### config.mk
export PLATFORM = sky130hd
export DESIGN_NAME = hazard_scoreboard
export DESIGN_NICKNAME = d
export VERILOG_FILES = /design/src/rtl/hazard_scoreboard.sv
export SDC_FILE = /design/constraint.sdc
export NUM_CORES = 1
export LEC_CHECK = 0
export CELL_PAD_IN_SITES_DETAIL_PLACEMENT = 1
export CELL_PAD_IN_SITES_GLOBAL_PLACEMENT = 2
export CORE_MARGIN = 1.5
export CORE_UTILIZATION = 30
export CTS_CLUSTER_DIAMETER = 40
export DETAILED_ROUTE_END_ITERATION = 7
export PLACE_DENSITY_LB_ADDON = 0.2
export SETUP_SLACK_MARGIN = 0.02
export SLEW_MARGIN = 0
export SYNTH_ARGS = -nofsm -noshare
export SYNTH_HDL_FRONTEND = slang
export SYNTH_SLANG_ARGS = --single-unit
export TNS_END_PERCENT = 50
### constraint.sdc
create_clock -name clk -period 8 [get_ports clk]
set_input_delay 1.6 -clock clk [delete_from_list [all_inputs] [get_ports clk]]
set_output_delay 1.6 -clock clk [all_outputs]
set_load 0.02 [all_outputs]
### src/rtl/hazard_scoreboard.sv
// Decode-stage stall unit: tracks in-flight GPR/EPC writes and MDU busy time; stall is
// combinational from D inputs and registered state, state updates on the rising edge.
module hazard_scoreboard #(
    parameter int NSTAGE   = 2,
    parameter int TW       = 2,
    parameter int MULT_CYC = 5,
    parameter int DIV_CYC  = 10,
    parameter int EPC_IDX  = 14
) (
    input  logic          clk,
    input  logic          reset,
    input  logic          D_valid,
    input  logic [4:0]    D_A1,
    input  logic [4:0]    D_A2,
    input  logic [TW-1:0] D_Tuse_rs,
    input  logic [TW-1:0] D_Tuse_rt,
    input  logic [4:0]    D_A3,
    input  logic [TW-1:0] D_Tnew,
    input  logic          D_hilo_op,
    input  logic          D_mdu_start,
    input  logic          D_div_start,
    input  logic          D_eret,
    input  logic          D_mtc0_epc,
    input  logic          flush,
    output logic          stall,
    output logic [3:0]    stall_cause,
    output logic          mdu_busy
);

    localparam int MAXC = (MULT_CYC > DIV_CYC) ? MULT_CYC : DIV_CYC;
    localparam int CW   = $clog2(MAXC + 1);

    if (NSTAGE < 1 || NSTAGE > 4) begin : g_bad_nstage
        $error("hazard_scoreboard: NSTAGE must be 1..4");
    end
    if (EPC_IDX < 0 || EPC_IDX > 31) begin : g_bad_epc
        $error("hazard_scoreboard: EPC_IDX must be a CP0 register number 0..31");
    end

    typedef struct packed {
        logic          v;
        logic [4:0]    a3;
        logic [TW-1:0] tnew;
        logic          epc;
    } ent_t;

    ent_t          sb_q [NSTAGE];
    ent_t          sb_d [NSTAGE];
    logic [CW-1:0] cnt_q, cnt_d;

    logic          rs_hit, rt_hit, epc_pend, issue;
    logic [TW-1:0] rs_tnew, rt_tnew;

    // Scan oldest to youngest so the youngest match overwrites (shadows) older ones.
    always_comb begin
        rs_hit   = 1'b0;
        rt_hit   = 1'b0;
        rs_tnew  = '0;
        rt_tnew  = '0;
        epc_pend = 1'b0;
        for (int k = NSTAGE - 1; k >= 0; k--) begin
            if (sb_q[k].v && sb_q[k].a3 != 5'd0) begin
                if (sb_q[k].a3 == D_A1) begin
                    rs_hit  = 1'b1;
                    rs_tnew = sb_q[k].tnew;
                end
                if (sb_q[k].a3 == D_A2) begin
                    rt_hit  = 1'b1;
                    rt_tnew = sb_q[k].tnew;
                end
            end
            if (sb_q[k].v && sb_q[k].epc) begin
                epc_pend = 1'b1;
            end
        end
    end

    assign mdu_busy       = (cnt_q != '0);
    assign stall_cause[0] = D_valid && rs_hit && (D_Tuse_rs < rs_tnew);
    assign stall_cause[1] = D_valid && rt_hit && (D_Tuse_rt < rt_tnew);
    assign stall_cause[2] = D_valid && D_hilo_op && mdu_busy;
    assign stall_cause[3] = D_valid && D_eret && epc_pend;
    assign stall          = |stall_cause;
    assign issue          = D_valid && !stall;

    always_comb begin
        for (int k = 0; k < NSTAGE; k++) begin
            sb_d[k] = '0;
        end
        if (!flush) begin
            if (issue) begin
                sb_d[0].v    = (D_A3 != 5'd0) || D_mtc0_epc;
                sb_d[0].a3   = D_A3;
                sb_d[0].tnew = D_Tnew;
                sb_d[0].epc  = D_mtc0_epc;
            end
            for (int k = 1; k < NSTAGE; k++) begin
                sb_d[k]      = sb_q[k-1];
                sb_d[k].tnew = (sb_q[k-1].tnew == '0) ? '0 : sb_q[k-1].tnew - 1'b1;
            end
        end
    end

    // A flush does not touch the counter: an issued mult/div still completes.
    always_comb begin
        cnt_d = cnt_q;
        if (issue && D_div_start) begin
            cnt_d = CW'(DIV_CYC);
        end else if (issue && D_mdu_start) begin
            cnt_d = CW'(MULT_CYC);
        end else if (cnt_q != '0) begin
            cnt_d = cnt_q - 1'b1;
        end
    end

    always_ff @(posedge clk) begin
        if (reset) begin
            for (int k = 0; k < NSTAGE; k++) begin
                sb_q[k] <= '0;
            end
            cnt_q <= '0;
        end else begin
            for (int k = 0; k < NSTAGE; k++) begin
                sb_q[k] <= sb_d[k];
            end
            cnt_q <= cnt_d;
        end
    end

endmodule

# Word-level counts from Yosys, hierarchy flattened
# Memory sizes are Yosys's and may differ from the RTL's.
# Cells that the tools add are included.
[totals]
ff_bits = 4
ramBits = 18
out_inout_bits = 6
mem_count = 1
[mem_list]
columns = ["name", "depth", "width", "rd", "rd_ports_with_merged_regs", "write_ports", "line", "source"]
rows = [
  ["sb_q", 2, 9, 2, 0, 2, "47", "ent_t sb_q [NSTAGE];"],
]
[op_classes]
add_sub_neg = 2
n_lt_le_gt_ge = 2
eq_ne = 4
n_mux = 29
bitwise_logic = 2
reduce_logical = 26
[ops]
columns = ["operator", "count"]
rows = [
  ["9-bit two-way mux", 3],
  ["5-bit equality test", 4],
  ["18-bit two-way mux", 1],
  ["2-bit two-way mux", 9],
  ["1-bit logical AND", 15],
  ["5-bit nonzero test", 3],
  ["1-bit two-way mux", 13],
  ["4-bit two-way mux", 3],
  ["2-bit less-than comparator", 2],
  ["4-bit nonzero test", 1],
  ["4-bit OR reduction", 1],
  ["4-bit by 1-bit subtractor with 4-bit output, second input constant", 1],
  ["3-bit nonzero test", 1],
  ["2-bit zero test", 1],
  ["1-bit bitwise OR", 2],
  ["2-bit nonzero test", 1],
  ["2-bit OR reduction", 1],
  ["2-bit by 1-bit subtractor with 2-bit output, second input constant", 1],
  ["1-bit zero test", 1],
  ["1-bit logical OR", 1],
]

# Longest topological paths before layout
[depth]
ltp_word = 13
mapped_depth = 14
depth_no_buf = 13

# Worst setup path before layout
# Ideal clock, no wire load.
[synth_path]
path_kind = "input port to output port"
from = "input port D_A1[1]"
to = "output port stall"
arrival_time_ns = 3.740
required_ns = 6.400
path_slack_ns = 2.660
path_stages = 10
n_path_buf = 0
cell_sequence = "xor2_1 or4_4 mux2i_1 ha_1 nand2b_1 a2111o_1 nor3_2 a311oi_2 and2_2 inv_1"
[synth_via]
elab_chain_cells = 8
elab_cells_between_ends = 14
[synth_lines]
columns = ["element", "line", "source"]
rows = [
  ["start: declaration", "13", "input logic [4:0] D_A1,"],
  ["5-bit equality test", "63", "if (sb_q[k].a3 == D_A1) begin"],
  ["2-bit two-way mux / 1-bit two-way mux (equally long branches)", "63", ""],
  ["2-bit two-way mux / 1-bit two-way mux (equally long branches)", "62", "if (sb_q[k].v && sb_q[k].a3 != 5'd0) begin"],
  ["2-bit two-way mux / 1-bit two-way mux (equally long branches)", "63", ""],
  ["2-bit two-way mux / 1-bit two-way mux (equally long branches)", "62", ""],
  ["2-bit less-than comparator / 1-bit logical AND (equally long branches)", "79", "assign stall_cause[0] = D_valid && rs_hit && (D_Tuse_rs < rs_tnew);"],
  ["1-bit logical AND *", "79", ""],
  ["4-bit OR reduction *", "83", "assign stall = |stall_cause;"],
  ["end: declaration", "25", "output logic stall,"],
]
# Mark *: on every way between the ends. The rest lies on a longest branch, timed or not.

# Worst setup path after layout
[layout_path]
from = "input port D_A1[0]"
to = "output port stall"
# The elaborated chain is that of the path after synthesis.

==> impl_metrics.ini <==
[grt]
antenna_found_initial = 0
grt_max_degree = 14
grt_usage = 0.1488
grt_pass1_vias = 1156
grt_pass1_wl_um = 5140
overflow = 0

[run]
drv_cap = 0

[logic_synthesis]
synthFlopType = dfxtp_1
syn_inst = 138
netlist.area_leader.share = 0.3401
synthesis.area_um2 = 1295
ys_warn_count = 0
ys_ff_latch = 22
synthTopCellsByArea = dfxtp_1, xnor2_1, and2_1, ha_1, xor2_1
ys_async_sr_fraction = 0
synth_edf_count = 0
synth_largest_area_cell = dfxtp_1
yosysSeqAreaShare = 0.3401
yosysUniqueCellTypes = 41
syn_nets = 173
synth.avg_cell_area_um2 = 9.384

[detailed_routing]
vias = 1129
drcViolationCount = 0
firstDrtPassIters = 4
postRouteAntennaNets = 0
via_per_inst = 5.018
wl_per_cell_um = 14.43
routed_wl_um = 3246
drtIter0Drc = 30

[placement]
gp_congestion = 0.8665
port_buffers = 35
dp_hpwl_um = 2740

[die]
die_h_um = 68.70
start_util = 0.3169
core_area_um2 = 4086
fp.dieW_um = 68.70
io_pins = 36
dieArea_um2 = 4720
num_rows = 23

[critical_path]
timing.rr.start = sb_q[0][4]
cp_common_cell = clkdlybuf4s50_1
path_class = in -> out
endpoint_kind = output port
path_cells = clkdlybuf4s50_1 -> xnor2_1 -> nand3_1 -> or4_4 -> mux2i_1 -> ha_1 -> nand2b_1 -> a2111o_1 -> nor3_2 -> a311oi_2 -> and2_2 -> inv_1 -> clkdlybuf4s50_1
cpLargestDelayFamily = simple AND/OR/NAND/NOR gates
worst_ep_required_time_ps = 6400
worstPathArrival_ps = 5000
cp-endpoint = stall
crit_fanout = 5
slowest_stage = clkdlybuf4s50_1
reg2reg_to = cnt_q[0]
reg2reg_slack_ps = 4780
path_depth = 13
cp.buffers_inverters = 3
critical_path.max_stage_delay_ps = 590
critPathLaunch = D_A1[0]
reg2reg_depth = 10
worst_setup_path_start_kind = primary input

[sta]
finalSetupTns_ps = 0
hold-worst-slack_ps = 507.7
setup_viol = 0
final.min_clock_period_ps = 6595
fin_crit_sh = 0.8244
finalHoldViolCount = 0
drv_slew = 0
fin_skew_ps = 2.663
fmax_mhz = 151.6
worstMarginPinSlew_ps = 493.1
rsz0062_at_grt = no
slew_headroom = 0.6628

[layout]
num-nets-final = 211
antenna_cells = 0
fillers = 473
drive_gt1_frac = 0.1029
final_cell_mix = clkdlybuf4s50_1, dfxtp_1, xnor2_1
final_common_cell = clkdlybuf4s50_1
area_growth_syn_to_layout_pct = 35.94

[min_path]
hp-class = reg -> reg
hold_start = sb_q[0][0]

[clock_network]
cts_resized = 0
clock_path_buffers = 2
cts.clk_slew.worst_paths_ps = 80
cts_tree = built
cts_hold_buf = 0
clock-sinks = 22
htreeDepth = 1
cts-root-buf = clkbuf_8
post_cts_buffers = 0
cts_buffers = 3
insertion_delay_ps = 260

[power_and_ir_drop]
p_leak_nw = 0.6610
pwr_density_cell_nw_per_um2 = 201.9
ir_drop_v = 0.00008400

[outcome]
status = completed
==> metal layers <==
metal	track usage	up-vias	wire length [um]
met2	0.2644	22	1572
li1	-	559	-
met5	0	-	0
met4	0.05882	0	25
met3	0.01461	2	118
met1	0.1837	546	1530
==> worst min-delay path by stage <==
stage	to	cells past startpoint	slack, ps
floorplan	sb_q[0][9]	1	430
global placement	sb_q[0][9]	1	450
global route	sb_q[0][9]	1	520
detailed placement	sb_q[0][9]	1	450
finish	sb_q[0][9]	1	510
CTS	sb_q[0][9]	1	510
==> where the power goes <==
group | total [mW] | leakage, nW | switching, mW | internal [mW]
Sequential | 0.132 | 0.179 | 0.0108 | 0.121
Combinational | 0.122 | 0.446 | 0.0601 | 0.0615
Clock | 0.102 | 0.0357 | 0.0352 | 0.0668
==> worst reg2reg max path: cells and delay by family, from the launching register on <==
family | cells | cell delay [ps]
flip-flops | 1 | 360
AO/OA/AOI/OAI | 5 | 1240
adder cells (fa/ha/maj) | 1 | 320
AND/OR/NAND/NOR | 4 | 1190
==> sequential cells by signal, summed over array words and instances, names as in the netlist <==
register	count
cnt_q	4
sb_q	18
==> stage by stage <==
| step | utilization | cells | setup slack, ps | cell area (um^2) | power [mW] |
|---|---|---|---|---|---|
| floorplan | - | 138 | 2660 | 1295 | 0.2097 |
| global placement | 0.4134 | 221 | 1566 | 1689 | 0.2528 |
| detailed placement | 0.4134 | 221 | 1424 | 1689 | 0.2572 |
| CTS | 0.4308 | 225 | 1424 | 1760 | 0.3591 |
| global route | 0.4308 | 225 | 1240 | 1760 | 0.3747 |
| finish | 0.4308 | 225 | 1405 | 1760 | 0.3555 |
==> area by class of cell <==
class | instances | area [um^2] | share of cell area
clock inverter | 1 | 30.03 | 0.01706
tap | 50 | 62.56 | 0.03554
sequential | 22 | 440.4 | 0.2502
timing repair buffer | 35 | 350.3 | 0.1990
clock buffer | 3 | 41.29 | 0.02345
inverter | 10 | 37.54 | 0.02132
multi-input combinational | 104 | 798.3 | 0.4534
==> Yosys cell counts (3+ instances only) <==
cell	count
nand3_1	3
nor3_1	3
xnor2_1	16
and2_1	15
inv_1	10
dfxtp_1	22
xor2_1	6
or4_4	3
nor4_1	3
nand2_1	7
ha_1	5
nor2_1	7
==> kinds of logic (layout without fill, tap and decap cells) <==
logic type               count (synthesis)  in the layout  share of synthesized area
buffers and inverters                   12             49                    0.04348
XOR/XNOR                                22             22                     0.1488
AND/OR/NAND/NOR                         56             56                     0.2657
adder cells (fa/ha/maj)                  5              5                    0.04831
flip-flops                              22             22                     0.3401
AO/OA/AOI/OAI                           19             19                     0.1382
multiplexers                             2              2                    0.01546
No activity file was read; power rests on OpenSTA's default activity.
